==> src/rtl/layer_norm_pkg.sv <==
// Shared definitions for the layer-norm request scheduler.
// Holds default datapath width and row length, the scheduler state type,
// and a clog2 helper that never returns zero (for 1-entry index fields).
package layer_norm_pkg;

  localparam int DEF_D_W_ACC = 32;
  localparam int DEF_N       = 768;

  typedef enum logic [1:0] {
    IDLE   = 2'd0,
    STREAM = 2'd1,
    GAP    = 2'd2
  } state_t;

  function automatic int safe_clog2(input int v);
    return (v > 1) ? $clog2(v) : 1;
  endfunction

endpackage

==> src/rtl/layer_norm_sched_if.sv <==
// Bus bundle between requesters, the scheduler and the layer-norm datapath.
// Ports (scheduler view = slave):
//   req_valid/req_ready/req_qin/req_bias/req_shift : per-requester element lanes
//   ln_enable/ln_in_valid/ln_qin/ln_bias/ln_shift  : operands to the datapath
//   ln_out_valid/ln_qout                           : result stream from the datapath
//   rsp_valid/rsp_id/rsp_data/rsp_last             : routed results, no backpressure
//   busy/err_underrun/err_orphan                   : status and sticky errors
// The master modport is the environment (requesters + datapath) side.
interface layer_norm_sched_if
  import layer_norm_pkg::*;
#(
  parameter int D_W_ACC = DEF_D_W_ACC,
  parameter int NUM_REQ = 2
) ();

  localparam int SH_W = $clog2(D_W_ACC);
  localparam int ID_W = safe_clog2(NUM_REQ);

  logic [NUM_REQ-1:0]              req_valid;
  logic [NUM_REQ-1:0]              req_ready;
  logic [NUM_REQ-1:0][D_W_ACC-1:0] req_qin;
  logic [NUM_REQ-1:0][D_W_ACC-1:0] req_bias;
  logic [NUM_REQ-1:0][SH_W-1:0]    req_shift;

  logic                            ln_enable;
  logic                            ln_in_valid;
  logic signed [D_W_ACC-1:0]       ln_qin;
  logic signed [D_W_ACC-1:0]       ln_bias;
  logic [SH_W-1:0]                 ln_shift;
  logic                            ln_out_valid;
  logic signed [D_W_ACC-1:0]       ln_qout;

  logic                            rsp_valid;
  logic [ID_W-1:0]                 rsp_id;
  logic signed [D_W_ACC-1:0]       rsp_data;
  logic                            rsp_last;

  logic                            busy;
  logic                            err_underrun;
  logic                            err_orphan;

  modport slave (
    input  req_valid, req_qin, req_bias, req_shift, ln_out_valid, ln_qout,
    output req_ready, ln_enable, ln_in_valid, ln_qin, ln_bias, ln_shift,
           rsp_valid, rsp_id, rsp_data, rsp_last, busy, err_underrun, err_orphan
  );

  modport master (
    output req_valid, req_qin, req_bias, req_shift, ln_out_valid, ln_qout,
    input  req_ready, ln_enable, ln_in_valid, ln_qin, ln_bias, ln_shift,
           rsp_valid, rsp_id, rsp_data, rsp_last, busy, err_underrun, err_orphan
  );

endinterface

==> src/rtl/sync_fifo.sv <==
// Small synchronous FIFO used as the in-flight row tag queue.
// Ports:
//   clk, rst       : clock, synchronous active-high reset (empties the queue)
//   i_push, i_din  : write strobe and data (ignored when full)
//   i_pop          : read strobe (ignored when empty)
//   o_dout         : head entry (valid when !o_empty)
//   o_full, o_empty: occupancy flags
// DEPTH must be a power of two so the pointers wrap naturally.
module sync_fifo
  import layer_norm_pkg::*;
#(
  parameter int W     = 1,
  parameter int DEPTH = 4
) (
  input  logic         clk,
  input  logic         rst,
  input  logic         i_push,
  input  logic [W-1:0] i_din,
  input  logic         i_pop,
  output logic [W-1:0] o_dout,
  output logic         o_full,
  output logic         o_empty
);

  localparam int AW = safe_clog2(DEPTH);
  localparam int CW = AW + 1;

  logic [W-1:0]  r_mem [DEPTH];
  logic [AW-1:0] r_wr;
  logic [AW-1:0] r_rd;
  logic [CW-1:0] r_count;
  logic          w_do_push;
  logic          w_do_pop;

  assign w_do_push = i_push && !o_full;
  assign w_do_pop  = i_pop && !o_empty;
  assign o_full    = (r_count == CW'(DEPTH));
  assign o_empty   = (r_count == '0);
  assign o_dout    = r_mem[r_rd];

  always_ff @(posedge clk) begin
    if (rst) begin
      r_wr    <= '0;
      r_rd    <= '0;
      r_count <= '0;
    end else begin
      if (w_do_push) r_wr <= r_wr + 1'b1;
      if (w_do_pop)  r_rd <= r_rd + 1'b1;
      case ({w_do_push, w_do_pop})
        2'b10:   r_count <= r_count + 1'b1;
        2'b01:   r_count <= r_count - 1'b1;
        default: r_count <= r_count;
      endcase
    end
  end

  always_ff @(posedge clk) begin
    if (w_do_push) r_mem[r_wr] <= i_din;
  end

endmodule

==> src/rtl/layer_norm_sched.sv <==
// Round-robin scheduler that shares one layer-norm datapath among NUM_REQ
// requesters. A granted requester streams exactly N elements (one per cycle),
// followed by ROW_GAP idle cycles. Each grant pushes the requester id into a
// tag queue; the datapath result stream is routed back by that queue, one
// row of N beats per tag.
// Ports:
//   clk  : clock, rising edge
//   rst  : synchronous active-high reset (clears state, queue, outputs, errors)
//   bus  : layer_norm_sched_if.slave bundle (requesters, datapath, responses)
module layer_norm_sched
  import layer_norm_pkg::*;
#(
  parameter int D_W_ACC = DEF_D_W_ACC,
  parameter int N       = DEF_N,
  parameter int NUM_REQ = 2,
  parameter int MAX_OUT = 4,
  parameter int ROW_GAP = 64
) (
  input  logic               clk,
  input  logic               rst,
  layer_norm_sched_if.slave  bus
);

  localparam int SH_W  = $clog2(D_W_ACC);
  localparam int ID_W  = safe_clog2(NUM_REQ);
  localparam int CNT_W = safe_clog2(((N > ROW_GAP) ? N : ROW_GAP) + 1);

  state_t                    r_state;
  state_t                    w_state_nxt;
  logic [CNT_W-1:0]          r_cnt;
  logic [CNT_W-1:0]          w_cnt_nxt;
  logic [ID_W-1:0]           r_grant;       // current / last granted requester
  logic [ID_W-1:0]           w_win;
  logic [ID_W-1:0]           w_idx;
  logic                      w_any;
  logic                      w_grant;
  logic                      w_lane_valid;
  logic [NUM_REQ-1:0]        w_ready;
  logic [SH_W-1:0]           r_shift;

  logic                      r_ln_en;
  logic                      r_ln_in_valid;
  logic signed [D_W_ACC-1:0] r_ln_qin;
  logic signed [D_W_ACC-1:0] r_ln_bias;
  logic                      r_err_u;

  logic [CNT_W-1:0]          r_ocnt;
  logic                      w_beat_ok;
  logic                      w_last_beat;
  logic                      r_rsp_valid;
  logic                      r_rsp_last;
  logic [ID_W-1:0]           r_rsp_id;
  logic signed [D_W_ACC-1:0] r_rsp_data;
  logic                      r_err_o;

  logic                      w_full;
  logic                      w_empty;
  logic [ID_W-1:0]           w_head;

  // Round-robin search starting one past the previous grant.
  always_comb begin
    w_any = 1'b0;
    w_win = r_grant;
    w_idx = '0;
    for (int k = 1; k <= NUM_REQ; k++) begin
      w_idx = ID_W'((int'(r_grant) + k) % NUM_REQ);
      if (!w_any && bus.req_valid[w_idx]) begin
        w_any = 1'b1;
        w_win = w_idx;
      end
    end
  end

  // Full check sees pre-pop occupancy, so a same-cycle pop never frees a slot early.
  assign w_grant      = (r_state == IDLE) && w_any && !w_full;
  assign w_lane_valid = bus.req_valid[r_grant];

  always_comb begin
    w_ready = '0;
    if (r_state == STREAM) w_ready[r_grant] = w_lane_valid;
  end

  always_comb begin
    w_state_nxt = r_state;
    w_cnt_nxt   = r_cnt;
    unique case (r_state)
      IDLE: begin
        if (w_grant) begin
          w_state_nxt = STREAM;
          w_cnt_nxt   = '0;
        end
      end
      STREAM: begin
        // Counts cycles, not accepted elements: a row always occupies N slots.
        if (r_cnt == CNT_W'(N - 1)) begin
          w_state_nxt = (ROW_GAP > 0) ? GAP : IDLE;
          w_cnt_nxt   = '0;
        end else begin
          w_cnt_nxt = r_cnt + 1'b1;
        end
      end
      GAP: begin
        if (r_cnt == CNT_W'(ROW_GAP - 1)) begin
          w_state_nxt = IDLE;
          w_cnt_nxt   = '0;
        end else begin
          w_cnt_nxt = r_cnt + 1'b1;
        end
      end
      default: begin
        w_state_nxt = IDLE;
        w_cnt_nxt   = '0;
      end
    endcase
  end

  always_ff @(posedge clk) begin
    if (rst) begin
      r_state <= IDLE;
      r_cnt   <= '0;
    end else begin
      r_state <= w_state_nxt;
      r_cnt   <= w_cnt_nxt;
    end
  end

  always_ff @(posedge clk) begin
    if (rst) begin
      r_grant <= ID_W'(NUM_REQ - 1);
      r_shift <= '0;
    end else if (w_grant) begin
      r_grant <= w_win;
      r_shift <= bus.req_shift[w_win];
    end
  end

  // ---- input stage: accepted element -> datapath operands (1 cycle) ----
  always_ff @(posedge clk) begin
    if (rst) begin
      r_ln_en       <= 1'b0;
      r_ln_in_valid <= 1'b0;
      r_ln_qin      <= '0;
      r_ln_bias     <= '0;
      r_err_u       <= 1'b0;
    end else begin
      r_ln_en       <= 1'b1;
      r_ln_in_valid <= (r_state == STREAM);
      if ((r_state == STREAM) && w_lane_valid) begin
        r_ln_qin  <= bus.req_qin[r_grant];
        r_ln_bias <= bus.req_bias[r_grant];
      end else begin
        r_ln_qin  <= '0;
        r_ln_bias <= '0;
      end
      if ((r_state == STREAM) && !w_lane_valid) r_err_u <= 1'b1;
    end
  end

  sync_fifo #(
    .W     (ID_W),
    .DEPTH (MAX_OUT)
  ) u_tag_fifo (
    .clk     (clk),
    .rst     (rst),
    .i_push  (w_grant),
    .i_din   (w_win),
    .i_pop   (w_last_beat),
    .o_dout  (w_head),
    .o_full  (w_full),
    .o_empty (w_empty)
  );

  assign w_beat_ok   = bus.ln_out_valid && !w_empty;
  assign w_last_beat = w_beat_ok && (r_ocnt == CNT_W'(N - 1));

  // ---- output stage: datapath result -> routed response (1 cycle) ----
  always_ff @(posedge clk) begin
    if (rst) begin
      r_ocnt      <= '0;
      r_rsp_valid <= 1'b0;
      r_rsp_last  <= 1'b0;
      r_rsp_id    <= '0;
      r_rsp_data  <= '0;
      r_err_o     <= 1'b0;
    end else begin
      r_rsp_valid <= w_beat_ok;
      r_rsp_last  <= w_last_beat;
      if (w_beat_ok) begin
        r_rsp_id   <= w_head;
        r_rsp_data <= bus.ln_qout;
        r_ocnt     <= w_last_beat ? '0 : r_ocnt + 1'b1;
      end else begin
        r_rsp_id   <= '0;
        r_rsp_data <= '0;
      end
      if (bus.ln_out_valid && w_empty) r_err_o <= 1'b1;
    end
  end

  assign bus.req_ready    = w_ready;
  assign bus.ln_enable    = r_ln_en;
  assign bus.ln_in_valid  = r_ln_in_valid;
  assign bus.ln_qin       = r_ln_qin;
  assign bus.ln_bias      = r_ln_bias;
  assign bus.ln_shift     = r_shift;
  assign bus.rsp_valid    = r_rsp_valid;
  assign bus.rsp_id       = r_rsp_id;
  assign bus.rsp_data     = r_rsp_data;
  assign bus.rsp_last     = r_rsp_last;
  assign bus.busy         = (r_state != IDLE) || !w_empty;
  assign bus.err_underrun = r_err_u;
  assign bus.err_orphan   = r_err_o;

endmodule

==> src/flat_wrapper.sv <==
// flat-port wrapper written by rule: the top's interface ports become plain ports
module layer_norm_sched_flat import layer_norm_pkg::*;
#(
  parameter int D_W_ACC = DEF_D_W_ACC,
  parameter int N       = DEF_N,
  parameter int NUM_REQ = 2,
  parameter int MAX_OUT = 4,
  parameter int ROW_GAP = 64
)
  (clk, rst, bus_req_valid, bus_req_qin, bus_req_bias, bus_req_shift, bus_ln_out_valid, bus_ln_qout, bus_req_ready, bus_ln_enable, bus_ln_in_valid, bus_ln_qin, bus_ln_bias, bus_ln_shift, bus_rsp_valid, bus_rsp_id, bus_rsp_data, bus_rsp_last, bus_busy, bus_err_underrun, bus_err_orphan);
  layer_norm_sched_if #(.D_W_ACC(D_W_ACC), .NUM_REQ(NUM_REQ)) bus_i ();
  input  logic clk;
  input  logic rst;
  input wire logic [$bits(bus_i.req_valid)-1:0] bus_req_valid;
  input wire logic [$bits(bus_i.req_qin)-1:0] bus_req_qin;
  input wire logic [$bits(bus_i.req_bias)-1:0] bus_req_bias;
  input wire logic [$bits(bus_i.req_shift)-1:0] bus_req_shift;
  input wire logic [$bits(bus_i.ln_out_valid)-1:0] bus_ln_out_valid;
  input wire logic [$bits(bus_i.ln_qout)-1:0] bus_ln_qout;
  output wire logic [$bits(bus_i.req_ready)-1:0] bus_req_ready;
  output wire logic [$bits(bus_i.ln_enable)-1:0] bus_ln_enable;
  output wire logic [$bits(bus_i.ln_in_valid)-1:0] bus_ln_in_valid;
  output wire logic [$bits(bus_i.ln_qin)-1:0] bus_ln_qin;
  output wire logic [$bits(bus_i.ln_bias)-1:0] bus_ln_bias;
  output wire logic [$bits(bus_i.ln_shift)-1:0] bus_ln_shift;
  output wire logic [$bits(bus_i.rsp_valid)-1:0] bus_rsp_valid;
  output wire logic [$bits(bus_i.rsp_id)-1:0] bus_rsp_id;
  output wire logic [$bits(bus_i.rsp_data)-1:0] bus_rsp_data;
  output wire logic [$bits(bus_i.rsp_last)-1:0] bus_rsp_last;
  output wire logic [$bits(bus_i.busy)-1:0] bus_busy;
  output wire logic [$bits(bus_i.err_underrun)-1:0] bus_err_underrun;
  output wire logic [$bits(bus_i.err_orphan)-1:0] bus_err_orphan;
  assign bus_i.req_valid = bus_req_valid;
  assign bus_i.req_qin = bus_req_qin;
  assign bus_i.req_bias = bus_req_bias;
  assign bus_i.req_shift = bus_req_shift;
  assign bus_i.ln_out_valid = bus_ln_out_valid;
  assign bus_i.ln_qout = bus_ln_qout;
  assign bus_req_ready = bus_i.req_ready;
  assign bus_ln_enable = bus_i.ln_enable;
  assign bus_ln_in_valid = bus_i.ln_in_valid;
  assign bus_ln_qin = bus_i.ln_qin;
  assign bus_ln_bias = bus_i.ln_bias;
  assign bus_ln_shift = bus_i.ln_shift;
  assign bus_rsp_valid = bus_i.rsp_valid;
  assign bus_rsp_id = bus_i.rsp_id;
  assign bus_rsp_data = bus_i.rsp_data;
  assign bus_rsp_last = bus_i.rsp_last;
  assign bus_busy = bus_i.busy;
  assign bus_err_underrun = bus_i.err_underrun;
  assign bus_err_orphan = bus_i.err_orphan;
  layer_norm_sched #(.D_W_ACC(D_W_ACC), .N(N), .NUM_REQ(NUM_REQ), .MAX_OUT(MAX_OUT), .ROW_GAP(ROW_GAP)) u_core (.clk(clk), .rst(rst), .bus(bus_i));
endmodule
==> config.mk <==
export PLATFORM = sky130hd
export DESIGN_NAME = layer_norm_sched_flat
export DESIGN_NICKNAME = d
export VERILOG_FILES = /design/src/rtl/layer_norm_pkg.sv /design/src/rtl/layer_norm_sched_if.sv /design/src/rtl/sync_fifo.sv /design/src/rtl/layer_norm_sched.sv /design/src/flat_wrapper.sv
export SDC_FILE = /design/constraint.sdc
export NUM_CORES = 1
export LEC_CHECK = 0
export CAP_MARGIN = 20
export CELL_PAD_IN_SITES_DETAIL_PLACEMENT = 1
export CELL_PAD_IN_SITES_GLOBAL_PLACEMENT = 2
export CORE_ASPECT_RATIO = 1.25
export CORE_MARGIN = 3
export CORE_UTILIZATION = 20
export CTS_BUF_LIST = sky130_fd_sc_hd__clkbuf_16
export CTS_CLUSTER_DIAMETER = 30
export CTS_CLUSTER_SIZE = 40
export DETAILED_ROUTE_END_ITERATION = 8
export PLACE_DENSITY_LB_ADDON = 0.1
export SYNTH_ARGS = -nofsm -noshare
export SYNTH_HDL_FRONTEND = slang
export SYNTH_SLANG_ARGS = --single-unit
==> constraint.sdc <==
create_clock -name clk -period 2.3 [get_ports clk]
set_input_delay 0.23 -clock clk [delete_from_list [all_inputs] [get_ports clk]]
set_output_delay 0.23 -clock clk [all_outputs]
set_load 0.02 [all_outputs]
Yosys cells after proc, flatten, opt, wreduce, memory -nomap -nowiden

Memories as Yosys holds them, arrays and structs flattened. A register that Yosys moved wholly into a read port is not among the register bits.
Cells that the tools add are included.

Add/sub/neg operators: 8
$lt $le $gt $ge: 5
Eq/ne operators: 11
Muxes and demuxes: 32
Bitwise gates (word level): 3
Reduce and logical (&&, ||, !) cells: 23

Operators with widths:

| operator                                                               | number |
|---|---|
| 32-bit two-way mux                                                     | 4 |
| 10-bit two-way mux                                                     | 4 |
| 10-bit one-hot mux with 3 select lines                                 | 1 |
| 10-bit by 1-bit adder with 10-bit output, second input constant        | 2 |
| 10-bit equality test, second input constant                            | 2 |
| 1-bit two-way mux                                                      | 14 |
| 1-bit logical AND                                                      | 11 |
| 10-bit by 6-bit equality test with 1-bit output, second input constant | 1 |
| 5-bit two-way mux                                                      | 2 |
| 1-bit by 2-bit < comparator with 1-bit output, second input constant   | 4 |
| 2-bit two-way mux                                                      | 4 |
| 2-bit one-hot mux with 3 select lines                                  | 1 |
| 3-bit one-hot mux with 2 select lines                                  | 1 |
| 2-bit by 1-bit adder with 2-bit output, second input constant          | 2 |
| 2-bit by 1-bit equality test with 1-bit output, second input constant  | 2 |
| 2-bit equality test, second input constant                             | 2 |
| 1-bit zero test                                                        | 4 |
| 2-bit != test, second input constant                                   | 2 |
| 2-bit nonzero test                                                     | 2 |
| 2-bit OR reduction                                                     | 2 |
| 3-bit by 1-bit adder with 3-bit output, second input constant          | 1 |
| 3-bit equality test, second input constant                             | 1 |
| 3-bit zero test                                                        | 1 |
| 3-bit AND reduction                                                    | 1 |
| other kinds (9)                                                        | 11 |

Register bits: 137
Memory bits (writable): 4
Bits of input ports: 175
Output and inout bits: 111
Word-level logic and storage cells: 100
Memories kept: 1

Memory list:

| name                    | words | width | read ports | clocked after memory_dff | write ports | RTL line        | RTL |
|---|---|---|---|---|---|---|---|
| u_core.u_tag_fifo.r_mem | 4     | 1     | 1          | 1                        | 1           | sync_fifo.sv:28 | `logic [W-1:0] r_mem [DEPTH];` |

Logic depth before layout (Yosys ltp)

Gate-level depths: netlist of the first run.

Word-level depth: 12
Depth in mapped cells: 11
Mapped depth without buffers: 11

Modules after synthesis

From an unflattened synthesis of the first run, not the netlist that was laid out.

Cells, all modules: 540
Area total of the unflattened synthesis: 5502.8 µm²

Modules (own cells, without submodules):

| module           | instances | cells each | area an instance (µm²) | seq. area each (µm²) |
|---|---|---|---|---|
| layer_norm_sched | 1         | 481        | 4884.7                 | 2622.5 |
| sync_fifo        | 1         | 59         | 618.1                  | 300.3 |

Worst setup path after synthesis of the first run

OpenSTA, ideal clock, no wires.

Kind: flip-flop to flip-flop
From: reg u_core.r_ocnt[0]
To: reg u_core.u_tag_fifo.r_count[2]
Setup time: 0.071 ns
Data arrival time: 2.212 ns
Data required time: 2.229 ns
Path slack: 0.017 ns
Cell stages (with the launch flop): 10
Path buffers: 0
Period minus slack after synthesis: 2.283 ns
Path through: dfxtp_1 > ha_1 > o311ai_4 > nor4b_1 > ha_1 > inv_1 > fa_1 > xor2_1 > or3_1 > a21oi_1

Word-level cells in the longest chain between the ends: 5
Elaborated cells between the ends (all ways): 7
Classes of those cells: eq/ne: 3; mux: 1; reduce/logical: 3

Ends and longest elaborated chain:

| element                                                                               | RTL line                | RTL |
|---|---|---|
| start, declared                                                                       | layer_norm_sched.sv:47  | `logic [CNT_W-1:0] r_ocnt;` |
| start signal, assigned                                                                | layer_norm_sched.sv:191 | `r_ocnt <= w_last_beat ? '0 : r_ocnt + 1'b1;` |
| 10-bit equality test *                                                                | layer_norm_sched.sv:174 | `assign w_last_beat = w_beat_ok && (r_ocnt == CNT_W'(N - 1));` |
| 1-bit logical AND *                                                                   | layer_norm_sched.sv:174 |  |
| 1-bit logical AND *                                                                   | sync_fifo.sv:36         | `assign w_do_pop = i_pop && !o_empty;` |
| via u_core.u_tag_fifo.w_do_pop                                                        | sync_fifo.sv:33         | `logic w_do_pop;` |
| 2-bit by 1-bit equality test with 1-bit output or 2-bit equality test (tied branches) | sync_fifo.sv:49         | `case ({w_do_push, w_do_pop})` |
| 3-bit one-hot mux with 2 select lines or 2-bit nonzero test (tied branches)           | -                       |  |
| end signal, assigned                                                                  | sync_fifo.sv:50         | `2'b10: r_count <= r_count + 1'b1;` |
| end signal, assigned                                                                  | sync_fifo.sv:51         | `2'b01: r_count <= r_count - 1'b1;` |
| end signal, assigned                                                                  | sync_fifo.sv:52         | `default: r_count <= r_count;` |
| end, declared                                                                         | sync_fifo.sv:31         | `logic [CW-1:0] r_count;` |

The timed path passes the listed nets; every way through them passes the cells marked *.
A chain may end at the register's enable or synchronous reset.

Worst setup path in the final report of the first run

From: reg u_core.r_state[1]
To: reg u_core.u_tag_fifo.r_count[2]

Word-level cells in the longest chain between the ends: 6
Elaborated cells between the ends (all ways): 8
Classes of those cells: eq/ne: 2; mux: 1; reduce/logical: 5

Ends and longest elaborated chain:

| element                                                                               | RTL line                | RTL |
|---|---|---|
| start, declared                                                                       | layer_norm_sched.sv:28  | `state_t r_state;` |
| start signal, assigned                                                                | layer_norm_sched.sv:122 | `r_state <= w_state_nxt;` |
| 2-bit zero test *                                                                     | layer_norm_sched.sv:75  | `assign w_grant = (r_state == IDLE) && w_any && !w_full;` |
| 1-bit logical AND * (2 in a row)                                                      | layer_norm_sched.sv:75  |  |
| 1-bit logical AND *                                                                   | sync_fifo.sv:35         | `assign w_do_push = i_push && !o_full;` |
| 2-bit by 1-bit equality test with 1-bit output or 2-bit equality test (tied branches) | sync_fifo.sv:49         |  |
| 3-bit one-hot mux with 2 select lines or 2-bit nonzero test (tied branches)           | -                       |  |

Every way passes the cells marked *; elsewhere a longest branch is shown, timed or not.

==> summary.txt, run 1 <==
Power and ir drop
  – Gate power share: 31.8%
  – Leak: 0.00381 uW
  – Share of power burned in registers: 35.0%
  – Final Power: 8330 uW
  – Cell internal pwr: 5790 uW
  – Max VDD drop: 0.480 mV
  – PD cells: 882 mW/mm^2
  – Clock power frac: 33.2%
  – Switch Pwr: 2530 uW
  – Switching Share: 30.4%

Clock tree
  – Worst-path clk slew: 0.06 ns
  – CTS tree: yes
  – CTS Buffer Depth: 2
  – CTS root buf: clkbuf_16
  – Hold_buf cts: 0
  – Inserted Clock Buffers: 17
  – Max H-tree Level: 4
  – Clock latency on the worst-skew pair: 0.42 ns
  – CTS sink cnt: 142

STA
  – Final setup TNS: 0 ns
  – Max-slew violations: 0
  – Worst slew pin tran: 0.692 ns
  – Slew margin rel.: 53.8%
  – Setup Viol. Count Final: 0
  – Maximum clock rate: 457 MHz
  – Clock Skews: 0.00978 ns
  – Tmin final: 2.19 ns
  – Period utilization: 95.1%
  – Hold Fails Final Rpt: 0

Finish
  – Area grow syn2layout: 78.4%
  – Fillers: 2,871
  – Layout cell share with drive strength beyond 1: 10.8%
  – Area of the multi-input gates: 0.00231 mm^2
  – Layout Nets: 1,013
  – Fin cells: 1,173
  – FF/Latch Area: 0.00290 mm^2

Outcome
  – Status: completed

GRT
  – Met2 Resource Use GR: 25.1%
  – Met1 Use GR: 13.5%
  – Most Crowded Layer GR: met2
  – Global-route track usage on met3: 6.19%
  – Largest net degree at the start of global routing: 65
  – First-pass GRT wire length: 29,600 um
  – Grt total ovfl: 0
  – Initial antenna violation count: 1
  – Vias in the first global route: 5,281
  – All-Layer GR Usage: 13.8%

Route
  – ANT nets after route: 0
  – DR vias/cell: 4.07
  – Drt drc: 0
  – Total via count in the routed design: 4,772
  – Drt wl/cell: 16.8 um
  – First-iteration detailed-routing DRC count: 113
  – Drt first pass iters: 4
  – WL final: 19,700 um

Job
  – Max Cap Viol: 0

Floorplanning
  – Chip width: 151 um
  – Die area: 0.0284 mm^2
  – Std-Cell Rows: 65
  – Die Y: 188 um
  – CORE AREA: 0.0256 mm^2
  – Ports: 286
  – Initial Utilization: 20.6%

Synth
  – Register area share after synthesis: 54.5%
  – Post-synth top flop: dfxtp_1
  – Flop and latch count out of synthesis: 142
  – Net count after synthesis: 695
  – EDFF count, synth: 4
  – Distinct cell type count after synthesis: 47
  – Post-synthesis async set-or-reset flop share: 0%
  – Synth area leaders: dfxtp_1 (52%), mux2i_1 (14%), nor2_1 (6.4%)
  – Synth warn: 0
  – Area fraction of the dominant cell type after synthesis: 52.2%
  – Post-synth top area cell: dfxtp_1
  – Post-Synthesis Cell Area: 0.00529 mm^2
  – Syn Area/Cell: 10.4 um^2
  – Synth Instances: 508

Placed design
  – RD Place Congestion: 0.762
  – Port Buf Inserts: 285
  – Placed Cells incl. Taps: 1,140
  – Post-detail-place hpwl: 15,600 um

Min path
  – Hold/Removal Path Class: in2reg

Critical path
  – Worst Setup Start Kind: flop
  – Crit Path Max Fanout: 4
  – Data arrival, critical path: 2.54 ns
  – CP Class: reg2reg
  – Required time worst endpoint: 2.65 ns
  – CP endpoint kind: flop
==> synth_stat cells (5+ instances only) <==
library cell and instances:
nand2_1 14, ha_1 11, clkbuf_1 15, inv_1 14, mux2i_1 73, a211oi_1 7
xnor2_1 11, nand3_1 5, o21ai_0 6, nor2_1 90, dfxtp_1 138, a21oi_1 10
or3_1 8, and2_1 38, nor3_1 12
==> layout make-up <==
type,count,share of cell area [%]
Inverter,15,0.597
Clock buffer,17,4.51
Multi-Input combinational cell,328,24.5
Antenna cell,1,0.0265
Timing Repair Buffer,322,33.6
Sequential cell,142,30.7
Tap cell,335,4.44
Clock inverter,13,1.62
==> repair_timing <==
| item | 4_1_cts | 5_1_grt |
|---|---|---|
| pin swaps | 4 | 3 |
| buffers inserted | 0 | 1 |
| setup endpoints to repair | 2 | 9 |
| gates resized for setup | 7 | 11 |
==> per-layer routing <==
layer / wire length [um] / vias up
met4: 353 / 0
met2: 10400 / 197
met3: 1920 / 19
li1: - / 2345
met5: 0 / -
met1: 7050 / 2211
==> power groups by stage <==
| stage | combinational, uW | clock [uW] | sequential, uW |
|---|---|---|---|
| 2_1_floorplan | 1200 | 0 | 3200 |
| 3_3_place_gp | 2630 | 0 | 2950 |
| 3_5_place_dp | 2670 | 0 | 2970 |
| 4_1_cts | 2690 | 2890 | 2920 |
| 5_1_grt | 2890 | 2990 | 2950 |
| 6_report | 2650 | 2760 | 2920 |
==> placed cells by master, fill, tap and decap left out, types with 4 or more instances in the layout <==
cell	netlist	final
clkdlybuf4s50_1	0	284
dfxtp_1	138	130
nor2_1	90	89
mux2i_1	73	73
and2_1	38	38
buf_4	0	33
clkbuf_16	0	17
inv_1	14	16
nand2_1	14	13
nor3_1	12	11
xnor2_1	11	11
a21oi_1	10	9
or3_1	8	8
ha_1	11	8
a211oi_1	7	7
dfxtp_2	0	7
o21ai_0	6	6
nand3_1	5	5
nor4_1	4	4
xor2_1	4	4
edfxtp_1	4	4
==> through the flow <==
step	setup WS (ns)	utilization (%)	hold slack (ns)	instance area [um^2]
2_1_floorplan	0.0172	-	0.352	5290
3_3_place_gp	-0.347	34.3	0.454	8780
3_5_place_dp	-0.417	34.3	0.452	8780
4_1_cts	0.000949	36.6	0.344	9370
5_1_grt	-0.00936	36.8	0.352	9440
6_report	0.112	36.8	0.375	9440
==> kinds of logic (layout without fill, tap and decap cells) <==
kind of cell	count (synthesis)	in the layout	share of synthesized area [%]
multiplexers	75	75	14.5
XOR/XNOR	15	15	2.48
buffers and inverters	38	367	2.81
AND/OR/NAND/NOR	191	191	17.9
adder cells (fa/ha/maj)	12	12	2.98
AO/OA/AOI/OAI	35	35	4.85
flip-flops	142	142	54.5
other	0	1	0
==> worst max-delay path, stage by stage (launching register included) <==
cell and delay [ns]:
dfxtp_1 0.34, inv_1 0.09, ha_2 0.21, o21ai_0 0.11
nor2_1 0.09, inv_1 0.09, ha_2 0.19, inv_1 0.06
fa_2 0.34, xor2_1 0.16, or3_1 0.33, a21oi_2 0.12
==> worst paths after layout <==
path / slack [ns] / to / depth (start not counted) / start
min: 0.38 / u_core.bus.rsp_data[23] / 2 / bus_ln_qout[23]
max: 0.11 / u_core.u_tag_fifo.r_count[2] / 11 / u_core.r_state[1]
max reg2reg: 0.11 / u_core.u_tag_fifo.r_count[2] / 11 / u_core.r_state[1]
min reg2reg: 0.46 / u_core.bus.err_orphan / 2 / u_core.bus.err_orphan
==> flip-flops by register name, summed over array words and instances, names as in the netlist, 3 cells and up <==
name,cells
u_core.bus.ln_bias,32
u_core.bus.ln_qin,32
u_core.bus.rsp_data,32
u_core.r_cnt,10
u_core.r_ocnt,10
u_core.bus.ln_shift,5
u_core.u_tag_fifo.r_mem,4
u_core.u_tag_fifo.r_count,3
(Power assumes the default switching activity.)
==> inputs of run 2 (changes only) <==
CTS_CLUSTER_SIZE = 28   (was 40)
==> results of run 2 <==
No change in the layout: final DEF, timing and power equal those of run 1.
==> inputs of run 3 (changes only) <==
CORE_ASPECT_RATIO = 0.6   (was 1.25)
SYNTH_HIERARCHICAL = 1   (was not set)
==> summary.txt, run 3 <==
Clock tree
  – Clock latency on the worst-skew pair: 0.43 ns (was 0.42 ns)
  – Max H-tree Level: 4 (unchanged)
  – CTS Buffer Depth: 2 (unchanged)
  – Worst-path clk slew: 0.06 ns (about the same)
  – CTS tree: yes (unchanged)
  – Inserted Clock Buffers: 17 (unchanged)
  – CTS root buf: clkbuf_16 (unchanged)
  – Hold_buf cts: 0 (unchanged)
  – CTS sink cnt: 144 (was 142)

Synth
  – Post-Synthesis Cell Area: 0.00550 mm^2 (was 0.00529 mm^2)
  – Register area share after synthesis: 53.1% (was 54.5%)
  – Post-synth top area cell: dfxtp_1 (unchanged)
  – Synth Instances: 540 (was 508)
  – Synth area leaders: dfxtp_1 (51%), mux2i_1 (13%), nor2_1 (6.5%) (was dfxtp_1 (52%), mux2i_1 (14%), nor2_1 (6.4%))
  – Area fraction of the dominant cell type after synthesis: 50.9% (was 52.2%)
  – Syn Area/Cell: 10.2 um^2 (was 10.4 um^2)
  – Synth warn: 6 (was 0)
  – EDFF count, synth: 4 (unchanged)
  – Net count after synthesis: 727 (was 695)
  – Post-synthesis async set-or-reset flop share: 0% (unchanged)
  – Post-synth top flop: dfxtp_1 (unchanged)
  – Commonest cells post-synth: dfxtp_1 (140), nor2_1 (95), mux2i_1 (70), and3_1 (37), nand2_1 (21) (was dfxtp_1 (138), nor2_1 (90), mux2i_1 (73), and2_1 (38), clkbuf_1 (15))
  – Distinct cell type count after synthesis: 55 (was 47)
  – Count leader, synth: dfxtp_1 (unchanged)
  – Flop and latch count out of synthesis: 144 (was 142)

Finish
  – Most frequent cells in the layout: clkdlybuf4s50_1 (284), dfxtp_1 (134), nor2_1 (95), mux2i_1 (70), and3_1 (37) (was clkdlybuf4s50_1 (284), dfxtp_1 (130), nor2_1 (89), mux2i_1 (73), and2_1 (38))
  – Area grow syn2layout: 73.1% (was 78.4%)
  – Layout Nets: 1,037 (was 1,013)
  – Layout cell share with drive strength beyond 1: 10.9% (was 10.8%)
  – Fillers: 2,994 (was 2,871)
  – Most common cell after layout, fill and taps aside: clkdlybuf4s50_1 (unchanged)
  – Diodes inserted: 0 (was 1)
  – Fin area: 0.00953 mm^2 (was 0.00944 mm^2)

Critical path
  – R2R setup slack: -0.22 ns (was 0.11 ns)
  – Data arrival, critical path: 2.88 ns (was 2.54 ns)
  – Worst Setup Start Kind: flop (unchanged)
  – Required time worst endpoint: 2.66 ns (was 2.65 ns)
  – CP Class: reg2reg (unchanged)
  – CP endpoint kind: flop (unchanged)
  – Reg2Reg Depth: 12 (was 11)
  – Reg2reg start: u_core/r_ocnt[0] (was u_core.r_state[1])
  – Crit Path Max Fanout: 4 (unchanged)
  – Reg2reg end: u_core/u_tag_fifo/r_count[2] (was u_core.u_tag_fifo.r_count[2])

STA
  – Tmin final: 2.52 ns (was 2.19 ns)
  – Clock Skews: 0.00925 ns (was 0.00978 ns)
  – Final setup TNS: -0.299 ns (was 0 ns)
  – Slew margin rel.: 51.7% (was 53.8%)
  – Period utilization: 109% (was 95.1%)
  – RSZ-0062 raised after global routing: true
  – Max-slew violations: 0 (unchanged)
  – Worst slew pin tran: 0.725 ns (was 0.692 ns)
  – Final worst slack: -0.216 ns (was 0.112 ns)
  – Setup Viol. Count Final: 2 (was 0)
  – Hold Fails Final Rpt: 0 (unchanged)
  – Maximum clock rate: 397 MHz (was 457 MHz)

GRT
  – Initial antenna violation count: 0 (was 1)
  – Grt total ovfl: 0 (unchanged)
  – All-Layer GR Usage: 14.3% (was 13.8%)
  – Largest net degree at the start of global routing: 66 (was 65)
  – First-pass GRT wire length: 31,600 um (was 29,600 um)
  – Vias in the first global route: 5,402 (was 5,281)

Power and ir drop
  – PD cells: 714 mW/mm^2 (was 882 mW/mm^2)
  – Max VDD drop: 0.390 mV (was 0.480 mV)
  – Leak: 0.00405 uW (was 0.00381 uW)

Floorplanning
  – Chip width: 220 um (was 151 um)
  – Die area: 0.0296 mm^2 (was 0.0284 mm^2)
  – Die Y: 134 um (was 188 um)
  – Initial Utilization: 20.6% (about the same)
  – CORE AREA: 0.0268 mm^2 (was 0.0256 mm^2)
  – Ports: 286 (unchanged)
  – Std-Cell Rows: 46 (was 65)

Placed design
  – Post-detail-place hpwl: 16,700 um (was 15,600 um)
  – RD Place Congestion: 0.734 (was 0.762)
  – Placed cell areas: 0.00895 mm^2 (was 0.00878 mm^2)
  – Port Buf Inserts: 285 (unchanged)

Min path
  – Hold Path Stages: 2 (unchanged)
  – Hold/Removal Path Class: in2reg (unchanged)
  – Hold Path End: u_core/bus.rsp_data[29] (was u_core.bus.rsp_data[23])
  – Hold_sp: bus_ln_qout[29] (was bus_ln_qout[23])

Outcome
  – Violated checks: setup timing
  – Status: finished, violations left (was completed)

Route
  – WL final: 21,200 um (was 19,700 um)
  – DR vias/cell: 4.12 (was 4.07)
  – ANT nets after route: 0 (unchanged)
  – Drt wl/cell: 17.4 um (was 16.8 um)
  – Drt first pass iters: 4 (unchanged)
  – First-iteration detailed-routing DRC count: 180 (was 113)
  – Drt drc: 0 (unchanged)
  – Total via count in the routed design: 5,027 (was 4,772)

Job
  – Max Cap Viol: 0 (unchanged)
run 3: cell types whose count changed after synthesis, sizes merged, moves of 4 or more:
cell    previous run  this run
and3               1        38
nand3              5        13
clkbuf            16        20
nor2              90        95
a31oi              0         5
xnor2             11         3
nand2             14        22
and2              38         6
nor3              12         6
a21oi             10        17
nand4              3         7
run 3: cell type report:
type / instances / area, um^2 / area share (%)
tap: 360 / 450 / 4.73
clock inverter: 11 / 61.3 / 0.643
sequential: 144 / 2940 / 30.9
timing repair buffer: 321 / 3130 / 32.9
inverter: 17 / 63.8 / 0.670
clock buffer: 19 / 475 / 4.99
multi-input combinational: 349 / 2400 / 25.2
run 3: logic make-up after synthesis:
group	after synthesis	synth area share (%)
flops	144	53.1
xor+xnor	10	1.59
simple gates	208	18.8
compound gates	47	6.16
mux	72	13.4
fa+ha+maj	12	2.86
buf+inv	47	4.12
run 3: stage by stage:
stage	total power, uW	utilization [%]	hold slack [ns]	instances	setup slack [ns]
floorplan	3500	-	0.371	540	-0.196
global placement	4270	33.5	0.463	1187	-0.497
detailed placement	4300	33.5	0.469	1187	-0.613
CTS	6950	35.5	0.354	1219	-0.241
global route	7180	35.6	0.363	1221	-0.422
finish	6810	35.6	0.388	1221	-0.216
run 3: worst max-delay path by stage:
stage | start | slack (ns) | to | cells past startpoint
floorplan | u_core/u_tag_fifo/r_count[1] | -0.20 | u_core/u_tag_fifo/r_count[2] | 12
finish | u_core/r_ocnt[0] | -0.22 | u_core/u_tag_fifo/r_count[2] | 12
global route | u_core/r_ocnt[1] | -0.42 | u_core/u_tag_fifo/r_count[2] | 12
detailed placement | bus_ln_out_valid | -0.61 | u_core/u_tag_fifo/r_count[2] | 12
CTS | u_core/r_ocnt[0] | -0.24 | u_core/u_tag_fifo/r_count[2] | 12
global placement | bus_ln_out_valid | -0.50 | u_core/u_tag_fifo/r_count[2] | 12
run 3: worst max-delay path, stage by stage, from the launching register on:
cell and delay, ns:
dfxtp_4 0.37, ha_4 0.12, and4b_1 0.23, nand4_1 0.14
nor3b_2 0.25, o31ai_2 0.11, inv_1 0.07, ha_2 0.18
inv_2 0.04, fa_2 0.34, xor2_1 0.16, or3_1 0.32
a21oi_2 0.13
run 3: power breakdown:
part | switching [uW] | total (uW) | internal, uW
Sequential | 71.4 | 2740 | 2670
Combinational | 725 | 1500 | 771
Clock | 1100 | 2570 | 1480
Total | 1890 | 6810 | 4910
run 3: what timing repair did:
item                                    4_1_cts  5_1_grt
resized for setup                             1        3
endpoints found under the setup margin        3        3
pin swaps                                     2        0
setup buffers                                 2        2
run 3: metal layers:
| layer | GRT usage, % | up-vias | routed length [um] |
|---|---|---|---|
| met5 | 0 | - | 0 |
| met4 | 3.75 | 0 | 126 |
| met3 | 4.59 | 11 | 888 |
| met2 | 26.0 | 73 | 11400 |
| met1 | 16.3 | 2472 | 8850 |
| li1 | - | 2471 | - |
